--- src/rtl/alu181_arbiter.sv ---
// Round-robin arbiter/sequencer that shares one combinational ALU181 between two
// requesters: IDLE grants and loads operands, ISSUE captures the result, DONE pulses done.
`timescale 1ns/1ps
module alu181_arbiter (
  input  logic       clk,
  input  logic       rst_n,
  input  logic       req0,
  input  logic       req1,
  input  logic [5:0] op0,
  input  logic [5:0] op1,
  input  logic [7:0] a0,
  input  logic [7:0] b0,
  input  logic [7:0] a1,
  input  logic [7:0] b1,
  output logic       done0,
  output logic       done1,
  output logic [7:0] result,
  output logic       zero,
  output logic       busy,
  output logic [7:0] alu_a,
  output logic [7:0] alu_b,
  output logic       alu_m,
  output logic       alu_cn,
  output logic [3:0] alu_sel,
  input  logic [7:0] alu_f,
  output logic [7:0] op_count
);

  localparam int DATA_W = 8;
  localparam int OP_W   = 6;

  typedef enum logic [1:0] {
    IDLE  = 2'd0,
    ISSUE = 2'd1,
    DONE  = 2'd2
  } state_t;

  state_t            state;
  state_t            state_nxt;
  logic              last;
  logic              grant;
  logic              win;
  logic              any_req;
  logic              load;
  logic              capture;
  logic              finish;
  logic [OP_W-1:0]   op_win;
  logic [DATA_W-1:0] a_win;
  logic [DATA_W-1:0] b_win;

  // A lone requester always wins; on a tie the one that did not win last time goes.
  function automatic logic pick_winner(input logic r0, input logic r1, input logic lst);
    return (r0 && r1) ? ~lst : r1;
  endfunction

  assign any_req = req0 | req1;
  assign win     = pick_winner(req0, req1, last);
  assign op_win  = win ? op1 : op0;
  assign a_win   = win ? a1  : a0;
  assign b_win   = win ? b1  : b0;

  always_ff @(posedge clk or negedge rst_n) begin
    if (!rst_n) state <= IDLE;
    else        state <= state_nxt;
  end

  always_comb begin
    state_nxt = state;
    case (state)
      IDLE:    if (any_req) state_nxt = ISSUE;
      ISSUE:   state_nxt = DONE;
      DONE:    state_nxt = IDLE;
      default: state_nxt = IDLE;
    endcase
  end

  always_comb begin
    load    = 1'b0;
    capture = 1'b0;
    finish  = 1'b0;
    case (state)
      IDLE:    load    = any_req;
      ISSUE:   capture = 1'b1;
      DONE:    finish  = 1'b1;
      default: ;
    endcase
  end

  // Control: grant bookkeeping, done pulses, busy and the completion counter.
  always_ff @(posedge clk or negedge rst_n) begin
    if (!rst_n) begin
      last     <= 1'b1;
      grant    <= 1'b0;
      done0    <= 1'b0;
      done1    <= 1'b0;
      busy     <= 1'b0;
      op_count <= '0;
    end else begin
      busy  <= (state_nxt != IDLE);
      done0 <= capture && !grant;
      done1 <= capture &&  grant;
      if (load) begin
        last  <= win;
        grant <= win;
      end
      if (finish) op_count <= op_count + 8'd1;
    end
  end

  // Datapath: operands held on the ALU until the next grant, result held until the next capture.
  always_ff @(posedge clk or negedge rst_n) begin
    if (!rst_n) begin
      alu_a   <= '0;
      alu_b   <= '0;
      alu_m   <= 1'b0;
      alu_cn  <= 1'b0;
      alu_sel <= '0;
      result  <= '0;
      zero    <= 1'b1;
    end else begin
      if (load) begin
        alu_a   <= a_win;
        alu_b   <= b_win;
        alu_m   <= op_win[5];
        alu_cn  <= op_win[4];
        alu_sel <= op_win[3:0];
      end
      if (capture) begin
        result <= alu_f;
        zero   <= (alu_f == '0);
      end
    end
  end

endmodule
--- config.mk ---
export PLATFORM = sky130hd
export DESIGN_NAME = alu181_arbiter
export DESIGN_NICKNAME = d
export VERILOG_FILES = /design/src/rtl/alu181_arbiter.sv
export SDC_FILE = /design/constraint.sdc
export NUM_CORES = 1
export LEC_CHECK = 0
export ABC_CLOCK_PERIOD_IN_PS = 2100
export BUFFER_PORTS_ARGS = -buffer_cell sky130_fd_sc_hd__buf_2
export CAP_MARGIN = 20
export CORE_MARGIN = 1.5
export CORE_UTILIZATION = 30
export CTS_CLUSTER_DIAMETER = 80
export DETAILED_ROUTE_END_ITERATION = 10
export HOLD_SLACK_MARGIN = 0.06
export PLACE_DENSITY = 0.62
export REMOVE_ABC_BUFFERS = 1
export SLEW_MARGIN = 25
export SYNTH_ARGS = -nofsm -noshare
export SYNTH_HDL_FRONTEND = slang
export SYNTH_SLANG_ARGS = --single-unit
--- constraint.sdc ---
create_clock -name clk -period 2.1 [get_ports clk]
set_input_delay 0.315 -clock clk [delete_from_list [all_inputs] [get_ports clk]]
set_output_delay 0.315 -clock clk [all_outputs]
set_load 0.005 [all_outputs]
==> run summary <==
- flop — startpoint kind of the worst setup timing path
- 620 MHz — maximum operating frequency
- 0 — number of warnings reported in the yosys synthesis log
- 0.29 ns — insertion delay to the later sink of the worst-skew pair
- 4 — worst hold path cell count
- 6370 um — first-pass GRT wire length
- false — RSZ-0062 raised after global routing
- 76.8% — final worst path period share
- 88.4 um — die outline width
- 958 sq um — area occupied by multi-input gates
- 0.54 ns — largest incremental delay on the critical path
- 0 — post-cts resize count
- 697 — FILL cells
- 2.28 ns — worst path required time
- 17.3% — Global Route met2 Usage
- a21bo_1 > buf_12 > mux2_2 > mux2_2 — CP Cell Sequence
- 0 — number of diodes added for antenna fixing
- 58 — number of violations reported at the end of detailed-routing iteration 0
- 0.547 ns — slew at the pin closest to its max-slew limit
- sky130_fd_sc_hd__clkbuf_8 — CTS Root Buffer Type
- 2 — CTS H-tree lvls
- flop — Critical Path Sink Type
- 0.686 — Final GP Congestion
- 26 — maximum number of pins on one net before global-route repair
- 1,361 — via count of the first global-routing pass
- met2 — most used routing layer
- 0 — count of nets left with antenna violations after detail routing
- 3040 um — HPWL reported at the end of detailed placement
- flop to flop — kind of critical path
- 42.4% — part of the total power dissipated in combinational logic
- yes — CTS tree
- 140 — cell count after synthesis
- 0.00110 W — switching power
- 330 — total placed cells including tap cells
- 0.49 ns — register-to-register setup slack
- 2 — number of buffers on the longest clock path
- 46 — clock sinks
- 0.00399 ns — Max Clock Skew
- 0.08 ns — clk slew on worst S/H paths
- input port to flop — worst hold path type
- 15.1% — Clk network pwr share
- 0.00254 W — cell internal pwr
- 13.6% — met1 routing resource usage after global routing
- 31.7% — initial cell density of the core
- 0.489 ns — Place WS
- 3.08% — fraction of met3 tracks used by global routing
- 0 — final max-slew violation count
- 0 ns — sum of negative setup slack
- 88.4 um — Die H
- 5 — cts bufs inserted
- 32.1% — area added between synthesis and finish
- 15.6 sq um — Synth Area per Inst
- 4.27 — Avg Vias per Cell
- 97 — port buffer count
- finished, final reports clean — run status
- sky130_fd_sc_hd__mux2_2 — cell seen most often among critical-path stages
- 10.6% — overall track demand over capacity in global routing
- 4160 um — total routed wirelength
- 12.3 um — average detailed-routed wire length per instance
- 50.3% — area share of the largest cell type after synthesis
- 299 — total number of nets in the final design
- 6910 sq um — area of the core
- sky130_fd_sc_hd__dfrtp_1 — cell type with the highest aggregate area in the netlist
- 52.7% — sequential area share after synthesis
- 339 — final instance count without filler cells
- 0.487 ns — Setup WS post-layout
- 42.5% — part of the power in registers
- 0.000414 V — worst-case vdd ir drop
- 0.267 ns — hold_ws
- 1.48 nW — Leakage
- 30 — Core Rows
- 30.3% — switching fraction of total power
- 0 — max-cap violations
- 0 — drc violations
- 24 — CP Max Fanout
- sky130_fd_sc_hd__dfrtp_1 50%, sky130_fd_sc_hd__mux2_4 25%, sky130_fd_sc_hd__mux2_2 8.7% — cells taking the most area after synthesis
- 4 — number of cell instances on the worst register-to-register path
- 63.5% — relative max-transition margin
- 98 — I/O Pins
- 1260 nW/um^2 — power per cell area
- alu_f[2] — hold_sp
- last — worst reg2reg startpoint
- 25 — number of distinct standard cells referenced by the synthesized netlist
- sky130_fd_sc_hd__dfstp_2 — crit path max-delay cell type
- 0 — total overflow reported by the global router
- 0 — # setup viols final
- 0 — antenna violations before repair
- 1 — CTS Hold Bufs
- 3 — drt pass-1 iters
- 1150 sq um — footprint of the flip-flops and latches
- 1.61 ns — min cycle time layout
- 46 — register bit count reported by yosys
- last — launching instance or port of the critical path
- 41.8% — end-of-flow core utilization
- 2190 sq um — synthesized cell area
- 67.1% — share of layout cells above drive strength 1
- 7820 sq um — floorplan die area
- 0 — number of buffers added for setup after CTS
- 1,446 — total via count in the routed design
- 1.79 ns — Critical Path AT
- 0 — final hold violation count
[registers in the layout, summed over array words and instances, names as in the netlist]
signal,count
alu_a,8
alu_b,8
alu_cn,1
alu_m,1
alu_sel,4
busy,1
done0,1
done1,1
grant,1
last,1
op_count,8
result,8
state,2
zero,1
[stage by stage]
stage | area [sq um] | total power [W]
floorplan | 2120 | 0.00250
global placement | 2790 | 0.00312
detailed placement | 2790 | 0.00315
CTS | 2890 | 0.00372
global route | 2890 | 0.00393
finish | 2890 | 0.00365
[routing by layer]
layer,wire length [um],vias to the layer above
met4,35,0
met2,1950,53
met3,265,5
met5,0,-
met1,1920,691
li1,-,697
[power by group through the flow]
stage | logic [W] | clock network [W] | registers, W
after floorplan | 0.000929 | 0 | 0.00157
after global routing | 0.00169 | 0.000611 | 0.00162
after CTS | 0.00158 | 0.000581 | 0.00156
final | 0.00154 | 0.000551 | 0.00155
after global placement | 0.00156 | 0 | 0.00156
after detailed placement | 0.00158 | 0 | 0.00157
[cell usage after synthesis (all sizes together)]
cell type,n
mux2,53
inv,3
nor2,4
nand2b,1
xor2,1
buf,6
and4b,1
mux2i,2
and3,1
o21ai,1
nand2,4
nor4,2
a21bo,1
nand4,4
xnor2,6
dfrtp,44
ha,1
dfstp,2
nor2b,1
nor3,2
[final timing paths]
kind                                    end
min in group asynchronous       op_count[5]
worst max-delay path               alu_b[6]
worst max register to register     alu_b[6]
worst min register to register        done0
max in group asynchronous              zero
worst min-delay path                   zero
[placed cells by master (no fill, tap or decap)]
cell / n
sky130_fd_sc_hd__a21bo_1: 1
sky130_fd_sc_hd__and3_1: 1
sky130_fd_sc_hd__and4b_1: 1
sky130_fd_sc_hd__buf_12: 3
sky130_fd_sc_hd__buf_2: 97
sky130_fd_sc_hd__clkbuf_1: 1
sky130_fd_sc_hd__clkbuf_8: 6
sky130_fd_sc_hd__clkinv_2: 1
sky130_fd_sc_hd__dfrtp_1: 44
sky130_fd_sc_hd__dfstp_2: 2
sky130_fd_sc_hd__dlygate4sd3_1: 1
sky130_fd_sc_hd__ha_1: 1
sky130_fd_sc_hd__inv_1: 3
sky130_fd_sc_hd__mux2_2: 17
sky130_fd_sc_hd__mux2_4: 36
sky130_fd_sc_hd__mux2i_1: 2
sky130_fd_sc_hd__nand2_1: 4
sky130_fd_sc_hd__nand2b_1: 1
sky130_fd_sc_hd__nand4_1: 4
sky130_fd_sc_hd__nor2_1: 4
sky130_fd_sc_hd__nor2b_1: 1
sky130_fd_sc_hd__nor3_1: 1
sky130_fd_sc_hd__nor3_4: 1
sky130_fd_sc_hd__nor4_1: 2
sky130_fd_sc_hd__o21ai_0: 1
sky130_fd_sc_hd__xnor2_1: 6
sky130_fd_sc_hd__xor2_1: 1
[worst max-delay path: cells and delay by family, from the launching register on]
family,cells,cell delay [ns]
AO/OA/AOI/OAI,1,0.14
buffers and inverters,1,0.21
flip-flops,1,0.54
multiplexers,2,0.60
[area by class of cell]
| class | count | area share, % |
|---|---|---|
| flip-flops and latches | 46 | 39.9 |
| clock buffers | 7 | 2.99 |
| repair buffers | 101 | 19.2 |
| multi-input cells | 85 | 33.2 |
| well taps | 96 | 4.16 |
| clock inverters | 1 | 0.173 |
| inverters | 3 | 0.390 |
[cell families (layout without fill, tap and decap cells)]
| family | after synthesis | count (layout) | synth area share [%] |
|---|---|---|---|
| adder cells (fa/ha/maj) | 1 | 1 | 0.572 |
| AO/OA/AOI/OAI | 2 | 2 | 0.686 |
| flip-flops | 46 | 46 | 52.7 |
| XOR/XNOR | 7 | 7 | 2.80 |
| buffers and inverters | 9 | 112 | 3.77 |
| multiplexers | 55 | 55 | 34.4 |
| AND/OR/NAND/NOR | 20 | 20 | 5.09 |
No activity file was read; power rests on OpenSTA's default activity.
